File: src/rtl/drowsy_pkg.sv
// Shared types and constants for the drowsiness decision block.
package drowsy_pkg;

  localparam int unsigned SCORE_W = 10;

  typedef logic signed [SCORE_W-1:0] score_t;

  typedef enum logic [1:0] {
    AWAKE   = 2'd0,
    SUSPECT = 2'd1,
    ALARM   = 2'd2
  } state_e;

  localparam logic [1:0] CLS_ALERT  = 2'd0;
  localparam logic [1:0] CLS_TIRED  = 2'd1;
  localparam logic [1:0] CLS_DROWSY = 2'd2;

  // Accumulator weight of a classified frame; alert frames clear instead of adding.
  function automatic logic [1:0] cls_weight(input logic [1:0] cls);
    case (cls)
      CLS_ALERT: cls_weight = 2'd0;
      CLS_TIRED: cls_weight = 2'd1;
      default:   cls_weight = 2'd2;
    endcase
  endfunction

endpackage

File: src/rtl/argmax_reg.sv
// Registered signed argmax over NUM_CLASS scores (lowest index wins ties).
// With SCORE_MARGIN_EN defined, frames whose winner/runner-up gap is below MARGIN are not classified.
module argmax_reg #(
  parameter int unsigned NUM_CLASS = 3,
  parameter int unsigned DATA_W    = 10,
  parameter int unsigned MARGIN    = 16
) (
  input  logic                     Clock,
  input  logic                     Rst,
  input  logic                     InValid,
  input  logic signed [DATA_W-1:0] Score [0:NUM_CLASS-1],
  output logic [1:0]               ClassIdx,
  output logic                     ClassValid
);

  logic signed [DATA_W-1:0] w_best;
  logic [1:0]               w_idx;
  logic                     w_certain;
`ifdef SCORE_MARGIN_EN
  logic signed [DATA_W-1:0] w_second;
  logic signed [DATA_W:0]   w_gap;
`endif

  always_comb begin
    w_best = Score[0];
    w_idx  = '0;
`ifdef SCORE_MARGIN_EN
    w_second = Score[1];
`endif
    for (int unsigned i = 1; i < NUM_CLASS; i++) begin
      if (Score[i] > w_best) begin
`ifdef SCORE_MARGIN_EN
        w_second = w_best;
`endif
        w_best = Score[i];
        w_idx  = 2'(i);
      end
`ifdef SCORE_MARGIN_EN
      else if (Score[i] > w_second) begin
        w_second = Score[i];
      end
`endif
    end
`ifdef SCORE_MARGIN_EN
    // One extra bit keeps the gap exact across the full signed range.
    w_gap     = {w_best[DATA_W-1], w_best} - {w_second[DATA_W-1], w_second};
    w_certain = (w_gap >= $signed((DATA_W+1)'(MARGIN)));
`else
    w_certain = 1'b1;
`endif
  end

  always_ff @(posedge Clock) begin
    if (Rst) begin
      ClassIdx   <= '0;
      ClassValid <= 1'b0;
    end else begin
      ClassValid <= InValid & w_certain;
      if (InValid) ClassIdx <= w_idx;
    end
  end

endmodule

File: src/rtl/drowsiness_decision.sv
// Argmax of per-frame scores followed by a temporal filter raising Warn/Alarm.
// Optional macro SCORE_MARGIN_EN drops frames with an insufficient winner margin.
module drowsiness_decision
  import drowsy_pkg::*;
#(
  parameter int unsigned DATA_W       = 10,
  parameter int unsigned NUM_CLASS    = 3,
  parameter int unsigned ALARM_TH     = 8,
  parameter int unsigned CLEAR_FRAMES = 4,
  parameter int unsigned CNT_W        = 8,
  parameter int unsigned MARGIN       = 16
) (
  input  logic                     Clock,
  input  logic                     Rst,
  input  logic                     InValid,
  input  logic signed [DATA_W-1:0] Score [0:NUM_CLASS-1],
  input  logic                     Ack,
  output logic [1:0]               ClassIdx,
  output logic                     ClassValid,
  output logic [CNT_W-1:0]         Acc,
  output logic [1:0]               State,
  output logic                     Warn,
  output logic                     Alarm
);

  logic [1:0]       w_cls_idx;
  logic             w_cls_valid;
  logic [CNT_W:0]   w_sum;
  logic [CNT_W-1:0] w_acc_next;
  logic [CNT_W-1:0] w_clr_next;
  logic             w_ack_eff;

  state_e           r_state;
  logic [CNT_W-1:0] r_acc;
  logic [CNT_W-1:0] r_clr;
  logic             r_ack_seen;
  logic             r_warn;
  logic             r_alarm;

  argmax_reg #(
    .NUM_CLASS (NUM_CLASS),
    .DATA_W    (DATA_W),
    .MARGIN    (MARGIN)
  ) u_argmax (
    .Clock      (Clock),
    .Rst        (Rst),
    .InValid    (InValid),
    .Score      (Score),
    .ClassIdx   (w_cls_idx),
    .ClassValid (w_cls_valid)
  );

  always_comb begin
    w_sum = {1'b0, r_acc} + (CNT_W+1)'(cls_weight(w_cls_idx));
    if (w_cls_idx == CLS_ALERT) w_acc_next = '0;
    else if (w_sum[CNT_W])      w_acc_next = '1;
    else                        w_acc_next = w_sum[CNT_W-1:0];

    // Clear counter parks at CLEAR_FRAMES so a late Ack releases on the next alert frame.
    if (w_cls_idx != CLS_ALERT)                 w_clr_next = '0;
    else if (r_clr >= CNT_W'(CLEAR_FRAMES))     w_clr_next = r_clr;
    else                                        w_clr_next = r_clr + CNT_W'(1);

    w_ack_eff = r_ack_seen | Ack;
  end

  always_ff @(posedge Clock) begin
    if (Rst) begin
      r_state    <= AWAKE;
      r_acc      <= '0;
      r_clr      <= '0;
      r_ack_seen <= 1'b0;
      r_warn     <= 1'b0;
      r_alarm    <= 1'b0;
    end else begin
      case (r_state)
        ALARM: begin
          if (w_cls_valid) begin
            if (w_clr_next == CNT_W'(CLEAR_FRAMES) && w_ack_eff) begin
              r_state    <= AWAKE;
              r_acc      <= '0;
              r_clr      <= '0;
              r_ack_seen <= 1'b0;
              r_warn     <= 1'b0;
              r_alarm    <= 1'b0;
            end else begin
              r_clr      <= w_clr_next;
              r_ack_seen <= w_ack_eff;
            end
          end else if (Ack) begin
            r_ack_seen <= 1'b1;
          end
        end
        default: begin
          if (w_cls_valid) begin
            r_acc <= w_acc_next;
            if (w_acc_next >= CNT_W'(ALARM_TH)) begin
              r_state <= ALARM;
              r_warn  <= 1'b0;
              r_alarm <= 1'b1;
            end else if (w_acc_next != '0) begin
              r_state <= SUSPECT;
              r_warn  <= 1'b1;
              r_alarm <= 1'b0;
            end else begin
              r_state <= AWAKE;
              r_warn  <= 1'b0;
              r_alarm <= 1'b0;
            end
          end
        end
      endcase
    end
  end

  assign ClassIdx   = w_cls_idx;
  assign ClassValid = w_cls_valid;
  assign Acc        = r_acc;
  assign State      = r_state;
  assign Warn       = r_warn;
  assign Alarm      = r_alarm;

endmodule

File: config.mk
export PLATFORM = sky130hd
export DESIGN_NAME = drowsiness_decision
export DESIGN_NICKNAME = d
export VERILOG_FILES = /design/src/rtl/drowsy_pkg.sv /design/src/rtl/argmax_reg.sv /design/src/rtl/drowsiness_decision.sv
export SDC_FILE = /design/constraint.sdc
export NUM_CORES = 1
export LEC_CHECK = 0
export CAP_MARGIN = 20
export CORE_UTILIZATION = 48
export CTS_BUF_LIST = sky130_fd_sc_hd__clkbuf_16
export DETAILED_ROUTE_END_ITERATION = 12
export GPL_TIMING_DRIVEN = 1
export PLACE_DENSITY = 0.8
export SLEW_MARGIN = 20
export SYNTH_ARGS = -nofsm -noshare
export SYNTH_HDL_FRONTEND = slang
export SYNTH_SLANG_ARGS = --single-unit
File: constraint.sdc
create_clock -name Clock -period 3.9 [get_ports Clock]
set_clock_uncertainty 0.05 [all_clocks]
set_input_delay 0.78 -clock Clock [delete_from_list [all_inputs] [get_ports Clock]]
set_output_delay 0.78 -clock Clock [all_outputs]
set_load 0.03 [all_outputs]
==> results of run 1 <==
==> placed cells by master (no fill, tap or decap), types with 8 or more instances in the layout <==
cell type,instances
clkdlybuf4s50_1,47
ha_1,23
dfxtp_1,22
inv_1,20
nor2_1,12
nand2_1,11
a21oi_1,11
mux2i_1,9
buf_4,9
and3_1,8
==> power by group through the flow <==
stage	clock [uW]	sequential, uW	combinational, uW
after floorplan	0	244	98.4
after global placement	0	239	180
after detailed placement	0	239	185
after CTS	220	234	188
after global routing	233	235	229
final	216	234	207
==> layer usage <==
| layer | up-vias | share of wire, % | GRT usage (%) | routed length [um] |
|---|---|---|---|---|
| li1 | 901 | - | - | - |
| met1 | 749 | 47 | 24.1 | 1810 |
| met2 | 51 | 48 | 36.8 | 1880 |
| met3 | 5 | 3.8 | 2.17 | 146 |
| met4 | 0 | 1.2 | 6.69 | 47 |
| met5 | - | 0 | 0 | 0 |
==> layout make-up <==
class / count / area [sq um] / share of cell area [%]
Multi-Input combinational cell: 166 / 1310 / 51.8
Timing Repair Buffer: 58 / 562 / 22.3
Sequential cell: 22 / 440 / 17.5
Clock buffer: 3 / 75.1 / 2.98
Inverter: 20 / 75.1 / 2.98
Tap cell: 46 / 57.6 / 2.29
Clock inverter: 1 / 3.75 / 0.149
==> metrics by stage <==
stage / power, uW / std cells / util, %
5_1_grt: 696 / 316 / 73.2
3_3_place_gp: 419 / 311 / 68.6
2_1_floorplan: 343 / 215 / -
3_5_place_dp: 424 / 311 / 68.6
4_1_cts: 641 / 315 / 71.1
6_report: 657 / 316 / 73.2
==> logic make-up (layout without fill, tap and decap cells) <==
group	count (synthesis)	count (layout)	synth area share, %
adder cells (fa/ha/maj)	25	25	17.9
flip-flops	22	22	24.6
AO/OA/AOI/OAI	51	51	19.6
AND/OR/NAND/NOR	80	80	26.1
multiplexers	10	10	5.66
buffers and inverters	27	82	6.15
==> final timing paths <==
| kind | endpoint | startpoint | slack (ps) |
|---|---|---|---|
| hold reg to reg | r_clr[4] | r_clr[4] | 410 |
| setup / recovery | u_argmax.ClassIdx[1] | Score[18] | 160 |
| setup reg to reg | State[1] | u_argmax.ClassIdx[0] | 1200 |
| hold / removal | r_clr[4] | r_clr[4] | 410 |
==> flip-flops by register name, summed over array words and instances (netlist names) <==
signal,count
Acc,8
State,2
r_ack_seen,1
r_clr,8
u_argmax.ClassIdx,2
u_argmax.ClassValid,1
==> cells in the mapped netlist, drive strengths merged, types with 2 or more instances <==
master,number,area (sq um)
clkbuf,4,15.0
and3,9,61.3
nand4,5,31.3
nor3b,4,30.0
o21ai,7,35.0
nand2b,4,25.0
nand2,11,41.3
mux2i,9,90.1
a21oi,11,55.1
a211oi,3,22.5
and4,2,17.5
a31o,2,17.5
inv,20,75.1
or2,4,25.0
dfxtp,22,440
o22a,4,35.0
ha,24,300
o31ai,2,15.0
and2,8,50.1
nand3,4,20.0
buf,3,20.0
and2b,2,16.3
a21o,5,37.5
nor2b,5,31.3
nor3,6,35.0
nor2,13,56.3
a31oi,4,25.0
==> timing repair <==
action / 4_1_cts / 5_1_grt
endpoints found under the setup margin: 1 / 2
gates resized for setup: 2 / 10
endpoints found under the hold margin: 0 / 0
buffers inserted: 0 / 1
pin swaps: 1 / 7
==> impl_metrics.toml, run 1 <==
[routing]
vias = 1706
routedWlPerCell_um = 12.3
drtPass1Iterations = 4
final_antenna_net_count = 0
vias_per_cell = 5.40
drt-total-wl_um = 3880
drcViolationCount = 0
drt_iter0_drc = 82

[pwr]
powerDensity_mw_per_mm2 = 261
power.switching_uw = 180
p_leak_uw = 0.00116
power_frac_seq_pct = 35.6
p_sw_share_pct = 27.4
p_int_uw = 478
combPwrFrac_pct = 31.5
ir_drop_mv = 0.146
power.share.clock_pct = 32.8

[sta]
timing.final.ws_setup_ps = 159
slew_viol_final = 0
tns_ps = 0
tightestPinTransition_ps = 516
period_share_pct = 95.9
max_freq_mhz = 267
slew_headroom_pct = 65.4
period_needed_ps = 3740
whs_ps = 409
setup_viol = 0
hold_viol = 0

[final_layout]
final_nets = 330
fillCellCount = 250
antenna_cells = 0
layout-drive-gt1-share_pct = 10.7
finalInstanceArea_sq_mm = 0.00252
area_growth_pct = 40.8

[critical_path]
cp_slowest_cell = "clkdlybuf4s50_1"
cp_top_family = "compound AO/OA/AOI/OAI gates"
worstSetupPathType = "in -> reg"
path_buf_inv = 3
crit_required_ps = 3970
critPathMaxStageDelay_ps = 540
critPathLaunchType = "input pin"
worst-path-max-fanout = 3
rr_worst_depth = 9
worstSetupPathDepth = 14
critPathArrivalTime_ps = 3810
path_cells = "clkdlybuf4s50_1 -> ha_4 -> a211oi_2 -> nand2_1 -> nor4b_2 -> o22ai_2 -> buf_6 -> mux2i_1 -> ha_1 -> a2111oi_4 -> buf_4 -> o2111ai_2 -> a31oi_1 -> nor2_1"
cp-end-kind = "flop"

[min_path]
min_path_cells = 1
worstHoldPathType = "reg -> reg"

[clocking]
cts_buffer_depth = 2
cts_buffers = 3
htree_levels = 1
cts-hold-fix-buffers = 0
root_buffer = "clkbuf_16"
cts.sinks = 22
path_clk_slew_ps = 60
insertion_delay_ps = 250
cts_tree = "built"

[yosys]
synth_warnings = 0
syn_inst = 215
syn_avg_cell_area_sq_um = 8.32
ys_dominant_reg_cell = "dfxtp_1"
asyncSetResetFlopFracSynth_pct = 0
ys_types = 53
syn_area_sq_mm = 0.00179
synth_edf_count = 0
seq_area_frac_synth_pct = 24.6
syn-num-nets = 274
synth_seq_cells = 22

[global_route]
grtUsageTotal_pct = 20.1
grt_pass1_wl_um = 6560
grt_max_degree = 15
grt_overflow = 0
grt_pass1_vias = 1567
antenna_found_initial = 0

[status]
status = "finished, final reports clean"

[place]
place_congestion = 0.836
hpwl_um = 3170
placed_cell_area_sq_mm = 0.00236
portBuffers = 48
place_ws_ps = -316

[floorplanning]
die_h_um = 63.1
fp.dieW_um = 63.1
io-pin-count = 49
rows = 21
dieArea_sq_mm = 0.00398
start_util_pct = 52.0
core-area_sq_mm = 0.00344

[run]
drv_cap = 0
No activity file was read; power rests on OpenSTA's default activity.
==> inputs of run 2 (changes only) <==
--- a/config.mk
+++ b/config.mk
@@ -6,6 +6,7 @@
 export NUM_CORES = 1
 export LEC_CHECK = 0
 export CAP_MARGIN = 20
+export CORE_MARGIN = 2
 export CORE_UTILIZATION = 48
 export CTS_BUF_LIST = sky130_fd_sc_hd__clkbuf_16
 export DETAILED_ROUTE_END_ITERATION = 12
==> impl_metrics.toml, run 2 (synthesis gave the netlist of run 1 again) <==
[status]
status = "finished, final reports clean"

[routing]
routedWlPerCell_um = 13.5
drtPass1Iterations = 4
drt_iter0_drc = 104
vias_per_cell = 5.55
drt-total-wl_um = 4300
vias = 1764
final_antenna_net_count = 0
drcViolationCount = 0

[run]
drv_cap = 0

[pwr]
p_leak_uw = 0.00120
combPwrFrac_pct = 32.5
powerDensity_mw_per_mm2 = 261
power.share.clock_pct = 32.5
ir_drop_mv = 0.149
p_int_uw = 480
p_sw_share_pct = 28.3
power.switching_uw = 190
finalPower_uw = 669
power_frac_seq_pct = 35.0

[floorplanning]
rows = 22
die_h_um = 65.1
core-area_sq_mm = 0.00363
io-pin-count = 49
fp.dieW_um = 65.1
start_util_pct = 49.2
dieArea_sq_mm = 0.00423

[final_layout]
area_growth_pct = 43.4
mostFrequentLayoutCell = "clkdlybuf4s50_1"
fin_util_pct = 70.6
mostFrequentLayoutCells = "clkdlybuf4s50_1 (43), dfxtp_1 (22), inv_1 (20), ha_1 (20)"
seqCellArea_sq_um = 440
multi_input_area_sq_mm = 0.00134
final_nets = 330
fillCellCount = 302
antenna_cells = 0
layout-drive-gt1-share_pct = 12.6

[clocking]
root_buffer = "clkbuf_16"
insertion_delay_ps = 250
cts_buffer_depth = 2
cts_setup_buffers = 0
path_clk_slew_ps = 60
htree_levels = 1
cts.sinks = 22
cts_buffers = 3
cts_tree = "built"
cts-hold-fix-buffers = 0

[global_route]
grt_pass1_vias = 1667
grtUsageTotal_pct = 20.2
grt_max_degree = 15
antenna_found_initial = 0
grt_pass1_wl_um = 6790
grt_overflow = 0

[sta]
timing.final.ws_setup_ps = 54.7
hold_viol = 0
max_freq_mhz = 260
period_share_pct = 98.6
tightestPinTransition_ps = 541
period_needed_ps = 3850
slew_viol_final = 0
slew_headroom_pct = 63.7
setup_viol = 0

[critical_path]
path_cells = "clkdlybuf4s50_1 -> inv_1 -> ha_4 -> and4_1 -> o21ai_1 -> nor4b_4 -> o22ai_2 -> buf_4 -> mux2i_1 -> ha_1 -> and3_1 -> o21ai_0 -> o2111ai_4 -> a31oi_1 -> nor2_1"
worst-path-max-fanout = 6
critPathLaunchType = "input pin"
critPathMaxStageDelay_ps = 480
worstSetupPathType = "in -> reg"
crit_required_ps = 3970
cp_slowest_cell = "clkdlybuf4s50_1"
critPathArrivalTime_ps = 3920
cp-end-kind = "flop"

[place]
place_congestion = 0.851
place_ws_ps = -331
portBuffers = 48
hpwl_um = 3160

[min_path]
worstHoldPathType = "reg -> reg"
==> run 2: cell count changes in the layout (fill, tap and decap cells not counted), sizes merged <==
cell           before  now
dlymetal6s2s        1    5
clkdlybuf4s50      47   43
==> run 2: final timing paths <==
check | startpoint | to | slack [ps] | cells past startpoint
setup / recovery | Score[23] | u_argmax.ClassIdx[1] | 50 | 15
hold / removal | r_clr[7] | r_clr[7] | 410 | 1
setup reg to reg | u_argmax.ClassIdx[0] | State[1] | 1210 | 9
hold reg to reg | r_clr[7] | r_clr[7] | 410 | 1
==> run 2: worst max-delay path, delay by kind of cell <==
family	cells	cell delay [ps]
compound gates	5	960
fa+ha+maj	2	550
buf+inv	3	780
mux	1	220
simple gates	4	600
==> run 2: repair_timing <==
action | 4_1_cts | 5_1_grt
pin swaps | 1 | 10
gates resized for setup | 2 | 22
endpoints found under the setup margin | 1 | 2
==> run 2: cell type report <==
| cell class | count | share of cell area [%] |
|---|---|---|
| clock inverter | 1 | 0.146 |
| clock buffer | 3 | 2.93 |
| timing repair buffer | 58 | 22.3 |
| multi-input combinational | 166 | 52.2 |
| inverter | 20 | 2.93 |
| sequential | 22 | 17.2 |
| tap | 48 | 2.34 |
==> run 2: metal layers <==
| metal | vias to the layer above | part of all wire [%] | wire, um | GRT usage (%) |
|---|---|---|---|---|
| met5 | - | 0 | 0 | 0 |
| met3 | 11 | 4.7 | 200 | 1.91 |
| li1 | 890 | - | - | - |
| met2 | 62 | 48 | 2070 | 33.6 |
| met1 | 801 | 45 | 1930 | 26.3 |
| met4 | 0 | 2.2 | 93 | 9.11 |
==> run 2: power groups by stage <==
stage	Clock [uW]	Sequential [uW]	Combinational, uW
2_1_floorplan	0	244	98.4
3_3_place_gp	0	239	181
3_5_place_dp	0	239	185
4_1_cts	221	234	190
5_1_grt	233	235	237
6_report	218	234	217
==> run 2: stage by stage <==
step                      std cells  setup TNS, ps  cell area [sq um]  hold WS (ps)
final                           318              0               2570           409
after global routing            318          -88.9               2570           438
after CTS                       318              0               2450           413
after detailed placement        314           -568               2370           397
after global placement          314           -368               2370           393
after floorplan                 215              0               1790           381
